<file path="src/rtl/p_controller_pwm.sv">
`default_nettype none
// ============================================================================
// Module   : p_controller_pwm
// Purpose  : Proportional controller feeding a period-aligned PWM generator.
//            Each rising edge of reading_valid captures one ADC sample. A
//            four-register pipeline (error, product, biased sum, saturated
//            duty) produces a new duty value 3 cycles after the capture edge.
//            The PWM stage only adopts a new duty at the period wrap, so the
//            waveform never glitches mid-period.
// Ports    : sys_clk        - single clock
//            sys_reset_n    - asynchronous active-low reset
//            sensor_reading - 12-bit unsigned ADC sample
//            reading_valid  - sample strobe, captured on its rising edge
//            setpoint       - 12-bit unsigned target
//            kp             - 8-bit unsigned gain (scale 2^-KP_SHIFT)
//            duty           - latest computed duty (PWM_W bits)
//            duty_valid     - one-cycle pulse when duty updates
//            pwm_out        - registered PWM waveform
// Config   : define P_CTRL_DEADBAND_EN to force |error| <= DEADBAND to zero.
// Revision : 1.0 - initial release
// ============================================================================
module p_controller_pwm #(
    parameter int PWM_W     = 10,
    parameter int KP_SHIFT  = 4,
    parameter int DUTY_BIAS = 512,
    parameter int DEADBAND  = 8
) (
    input  logic             sys_clk,
    input  logic             sys_reset_n,
    input  logic [11:0]      sensor_reading,
    input  logic             reading_valid,
    input  logic [11:0]      setpoint,
    input  logic [7:0]       kp,
    output logic [PWM_W-1:0] duty,
    output logic             duty_valid,
    output logic             pwm_out
);

    localparam logic [PWM_W-1:0]   c_CNT_MAX  = '1;
    localparam logic [PWM_W-1:0]   c_CNT_ONE  = (PWM_W)'(1);
    localparam logic signed [22:0] c_BIAS     = 23'(DUTY_BIAS);
    localparam logic signed [22:0] c_DUTY_MAX = 23'((1 << PWM_W) - 1);

    // ------------------------------------------------------------------
    // Rising-edge detect on reading_valid: a held-high strobe yields a
    // single capture.
    // ------------------------------------------------------------------
    logic r_valid_d;
    logic w_capture;

    assign w_capture = reading_valid & ~r_valid_d;

    // ------------------------------------------------------------------
    // Stage 1 datapath: 13-bit signed error, optionally deadbanded
    // ------------------------------------------------------------------
    logic signed [12:0] w_err_raw;
    logic signed [12:0] w_err;

    assign w_err_raw = $signed({1'b0, setpoint}) - $signed({1'b0, sensor_reading});

`ifdef P_CTRL_DEADBAND_EN
    localparam logic [12:0] c_DEADBAND = 13'(DEADBAND);
    logic [12:0] w_err_mag;

    // |err| never exceeds 4095, so negation cannot overflow 13 bits.
    assign w_err_mag = w_err_raw[12] ? unsigned'(-w_err_raw) : unsigned'(w_err_raw);
    assign w_err     = (w_err_mag <= c_DEADBAND) ? '0 : w_err_raw;
`else
    // DEADBAND has no effect in this build.
    localparam int c_unused_deadband = DEADBAND;
    assign w_err = w_err_raw;
`endif

    // ------------------------------------------------------------------
    // Pipeline registers
    // ------------------------------------------------------------------
    logic               r_v1, r_v2, r_v3;
    logic signed [12:0] r_err;
    logic [7:0]         r_kp;
    logic signed [21:0] r_prod;
    logic signed [22:0] r_sum;
    logic [PWM_W-1:0]   r_duty;
    logic               r_duty_valid;

    logic signed [21:0] w_prod_shr;
    logic signed [22:0] w_sum;
    logic [PWM_W-1:0]   w_duty_sat;

    assign w_prod_shr = r_prod >>> KP_SHIFT;
    // Sign-extend to 23 bits before adding the bias; the range cannot overflow.
    assign w_sum      = $signed({w_prod_shr[21], w_prod_shr}) + c_BIAS;

    always_comb begin
        w_duty_sat = r_sum[PWM_W-1:0];
        if (r_sum[22]) begin
            w_duty_sat = '0;
        end else if (r_sum > c_DUTY_MAX) begin
            w_duty_sat = c_CNT_MAX;
        end
    end

    always_ff @(posedge sys_clk or negedge sys_reset_n) begin
        if (!sys_reset_n) begin
            r_valid_d    <= 1'b0;
            r_v1         <= 1'b0;
            r_v2         <= 1'b0;
            r_v3         <= 1'b0;
            r_err        <= '0;
            r_kp         <= '0;
            r_prod       <= '0;
            r_sum        <= '0;
            r_duty       <= '0;
            r_duty_valid <= 1'b0;
        end else begin
            r_valid_d    <= reading_valid;
            r_v1         <= w_capture;
            r_v2         <= r_v1;
            r_v3         <= r_v2;
            r_duty_valid <= r_v3;
            if (w_capture) begin
                r_err <= w_err;
                r_kp  <= kp;
            end
            if (r_v1) begin
                // kp is zero-extended so the multiply stays signed.
                r_prod <= r_err * $signed({1'b0, r_kp});
            end
            if (r_v2) begin
                r_sum <= w_sum;
            end
            if (r_v3) begin
                r_duty <= w_duty_sat;
            end
        end
    end

    // ------------------------------------------------------------------
    // PWM generator. duty_active is reloaded only on the wrap edge; it
    // samples r_duty as it stands before that edge, so a duty update
    // landing on the same edge waits for the next period.
    // ------------------------------------------------------------------
    logic [PWM_W-1:0] r_cnt;
    logic [PWM_W-1:0] r_duty_active;
    logic             r_pwm;

    always_ff @(posedge sys_clk or negedge sys_reset_n) begin
        if (!sys_reset_n) begin
            r_cnt         <= '0;
            r_duty_active <= '0;
            r_pwm         <= 1'b0;
        end else begin
            r_cnt <= r_cnt + c_CNT_ONE;
            if (r_cnt == c_CNT_MAX) begin
                r_duty_active <= r_duty;
            end
            r_pwm <= (r_cnt < r_duty_active);
        end
    end

    assign duty       = r_duty;
    assign duty_valid = r_duty_valid;
    assign pwm_out    = r_pwm;

endmodule
`default_nettype wire
</file>
<file path="config.mk">
export PLATFORM = sky130hd
export DESIGN_NAME = p_controller_pwm
export DESIGN_NICKNAME = d
export VERILOG_FILES = /design/src/rtl/p_controller_pwm.sv
export SDC_FILE = /design/constraint.sdc
export NUM_CORES = 1
export LEC_CHECK = 0
export ABC_AREA = 1
export BUFFER_PORTS_ARGS = -buffer_cell sky130_fd_sc_hd__buf_2
export CELL_PAD_IN_SITES_DETAIL_PLACEMENT = 1
export CELL_PAD_IN_SITES_GLOBAL_PLACEMENT = 1
export CORE_MARGIN = 1.5
export CORE_UTILIZATION = 47
export CTS_CLUSTER_DIAMETER = 60
export DETAILED_ROUTE_END_ITERATION = 10
export PLACE_DENSITY_LB_ADDON = 0.1
export RECOVER_POWER = 100
export SETUP_SLACK_MARGIN = 0.15
export SYNTH_ARGS = -nofsm -noshare
export SYNTH_HDL_FRONTEND = slang
export SYNTH_SLANG_ARGS = --single-unit
</file>
<file path="constraint.sdc">
create_clock -name sys_clk -period 6.5 [get_ports sys_clk]
set_clock_uncertainty 0.1 [all_clocks]
set_input_delay 1.3 -clock sys_clk [delete_from_list [all_inputs] [get_ports sys_clk]]
set_output_delay 1.3 -clock sys_clk [all_outputs]
set_load 0.05 [all_outputs]
</file>
==> results by group <==
Run status
  • Outcome: finished, violations left
  • Violated checks: max-capacitance violations, max-slew violations

Timing
  • Worst Tran Pin Value: between 1.5 and 2 ns
  • WHS: between 0.3 and 0.4 ns
  • Final Hold Fails: 0
  • Count of final setup violators: 0
  • Fin crit period: between 4 and 5 ns
  • Final Slew Violations: 34
  • RSZ-0062 raised after global routing: false
  • Maximum clock frequency: just over 200 MHz
  • Setup TNS: 0 ns
  • Relative slew slack: -16.47%
  • Tcrit/Tclk final: around three quarters

Die
  • Core Region: 18020 um2
  • Die Span Y: 138.8 um
  • Io pins: 47
  • Initial Utilization: between 40% and 50%
  • Die area: 19260 um2
  • Num rows: 49
  • Die Wd: 138.8 um

Power and ir drop
  • Clock power frac: 12.7%
  • P_sw: about 2.4 mW
  • Worst VDD drop: roughly 0.24 mV
  • Cell Int Power: between 2 and 2.5 mW
  • Switching Fraction: between 50% and 60%
  • Seq pwr share: around 20%
  • PD cells: just under 500 nW/um2
  • P_leak: about 5.3 nW
  • Combinational power share: between 60% and 70%

Critical path
  • Critical Path Source Type: register
  • Reg-to-Reg End: r_prod[20]
  • Reg2Reg Depth: 16
  • Critical path class: reg2reg
  • Critical path fanouts, max: 13
  • Reg2reg start: r_kp[1]
  • WP data required: 6.65 ns
  • FF-to-FF setup slack: 1.60 ns
  • Worst EP arrival: a little over 5 ns
  • Crit. End Element: register

Logic synthesis
  • Async SR Flop Fraction: between 90% and 100%
  • Post-synth EDFFs: 0
  • Syn_area_per_cell: roughly 7.7 um2
  • Top cell type by total area after synthesis: dfrtp_1
  • Area of the mapped netlist: ~8700 um2
  • Main combinational cell family by area after synthesis: adder cells
  • Post-synthesis mux area share: 0%
  • Yosys warning total: 0
  • Library cells used by synthesis: 43
  • Sequential share of the synthesized area: a little over a quarter
  • Synth Area in Compound Gates: about 7.2%
  • Simple-Gate Fraction of Synth Area: a little over a fifth
  • Post-synth top cells: nand2_1, inv_1, dfrtp_1
  • Main flop type after synthesis: dfrtp_1
  • Count leader, synth: nand2_1
  • Synth top area share: a little over a quarter
  • Top post-synthesis cells by area: dfrtp_1, fa_1, nand2_1
  • Post-Synth Adder-Cell Area: 28.89%
  • Syn Nets: 1309
  • Seq cells post-synth: 94
  • Synth Area in XOR/XNOR: 1.719%
  • Cells after synthesis: about 1100

CTS
  • TritonCTS buffer count: 9
  • Hold_buf cts: 0
  • Clk buf depth: 2
  • Clk pin slew, worst setup/hold paths: 0.08 ns
  • CTS tree: built
  • Post-CTS Setup Bufs: 0
  • Clock Latency Late Sink: about 0.36 ns
  • Clk sink count: 94
  • Root Driver: clkbuf_16
  • H-tree levels: 3
  • # resized after CTS: 0

Cells and area
  • Utilization after layout: about half
  • Nets: between 1000 and 1500
  • Fill cell count: about 2300
  • Antenna diodes: 0
  • Area grow syn2layout: 7.005%
  • Register Area: between 2000 and 2500 um2
  • Fraction of layout cells with a size suffix above 1: around 4.8%
  • Final cell area excluding filler cells: roughly 9000 um2
  • Multi-input gate area: a little over 5000 um2

Drt
  • WL/cell: between 15 and 20 um
  • Via count: about 7000
  • Final Routed Wirelength: 20790 um
  • DRT Pass-1 Iters: 4
  • Via/cell ratio: ~4.9
  • Post-route DRC: 0
  • Detail Route Antenna Nets: 0
  • DR iter-0 viols: a little over 200

Global routing
  • Largest net degree at the start of global routing: 63
  • Initial antenna violation count: 0
  • First-pass GRT wire length: around 36000 um
  • Total track usage: between 20 and 25%
  • Vias in the first global route: roughly 7600
  • Overflow left after global routing: 0

Job
  • Max_cap viols: 1

Worst hold path
  • Hold path endpoint: r_cnt[0]
  • Type of the worst min-delay path: reg2reg
  • Worst hold start: r_cnt[0]
  • Hold path cells: 1

Placed design
  • Area post-placement: 9049 um2
  • Global placer's final weighted congestion: 0.8619
  • Post-DP HPWL: between 15000 and 20000 um
  • PortBufs: 46
-- through the flow --
step	power (mW)	std cells	setup WS [ns]
5_1_grt	5.070	1384	1.212
3_5_place_dp	3.980	1368	1.632
4_1_cts	4.615	1384	1.611
6_report	4.514	1384	1.603
2_1_floorplan	3.226	1125	1.983
3_3_place_gp	3.854	1368	1.795
-- worst max path at each step --
| stage | from | endpoint | depth (start not counted) |
|---|---|---|---|
| floorplan | r_kp[1] | r_prod[20] | 17 |
| global placement | r_kp[1] | r_prod[20] | 16 |
| detailed placement | r_kp[1] | r_prod[20] | 16 |
| CTS | r_kp[0] | r_prod[20] | 16 |
| global route | r_kp[0] | r_prod[20] | 16 |
| finish | r_kp[1] | r_prod[20] | 16 |
-- cells by family after synthesis --
family	Yosys count
AO/OA/AOI/OAI	112
XOR/XNOR	17
adder cells (fa/ha/maj)	149
buffers and inverters	297
flip-flops	94
AND/OR/NAND/NOR	456
-- power groups by stage --
| stage | clock network [mW] | logic [mW] | registers (mW) |
|---|---|---|---|
| after floorplan | 0 | 2.33 | 0.892 |
| after global placement | 0 | 2.96 | 0.893 |
| after detailed placement | 0 | 3.08 | 0.899 |
| after CTS | 0.587 | 3.14 | 0.889 |
| after global routing | 0.608 | 3.55 | 0.916 |
| final | 0.575 | 3.05 | 0.888 |
-- critical path, cell delays in order, from the launching register on --
cell     delay [ns]
dfrtp_1        0.59
nand2_1        0.20
fa_1           0.75
inv_1          0.15
fa_1           0.57
inv_1          0.14
fa_1           0.53
fa_1           0.51
inv_1          0.04
ha_1           0.38
nand2_1        0.12
nor4_1         0.33
nand2_1        0.12
nand2_1        0.08
nand2_1        0.05
nand3_1        0.06
nand2_1        0.06
-- sequential cells by signal, summed over array words and instances (netlist names), 8 cells and up --
register       cells
duty              10
r_duty_active     10
r_prod            18
r_sum             19
r_err             13
r_cnt             10
r_kp               8
-- cell type report --
cell class | instances | share of cell area [%]
clock buffer | 10 | 2.578
clock inverter | 6 | 0.8098
inverter | 263 | 10.65
multi-input combinational | 734 | 55.08
sequential | 94 | 25.37
tap | 229 | 3.091
timing repair buffer | 48 | 2.416
-- metal layers --
layer,GRT usage [%],share of wire [%],vias to the layer above
li1,-,-,3418
met1,28.39,45,3312
met2,42.37,51,79
met3,2.935,2.2,29
met4,7.730,2.0,0
met5,0,0,-
-- cell usage in the layout (no fill, tap or decap), types with 3 or more instances in the layout --
master     count
nand3b_1       4
xnor2_1        6
nor4_1         4
clkbuf_1      15
dfrtp_1       94
or2_1          4
nand2_1      335
o21ai_1        3
buf_2         32
o21ai_0       63
ha_1          64
a31oi_1        8
nor3_1         5
fa_1          85
nand4_1        8
inv_1        262
nand3_1       44
nor2_1        45
clkbuf_16      9
a21oi_1       29
xor2_1        11
(Power assumes the default switching activity.)
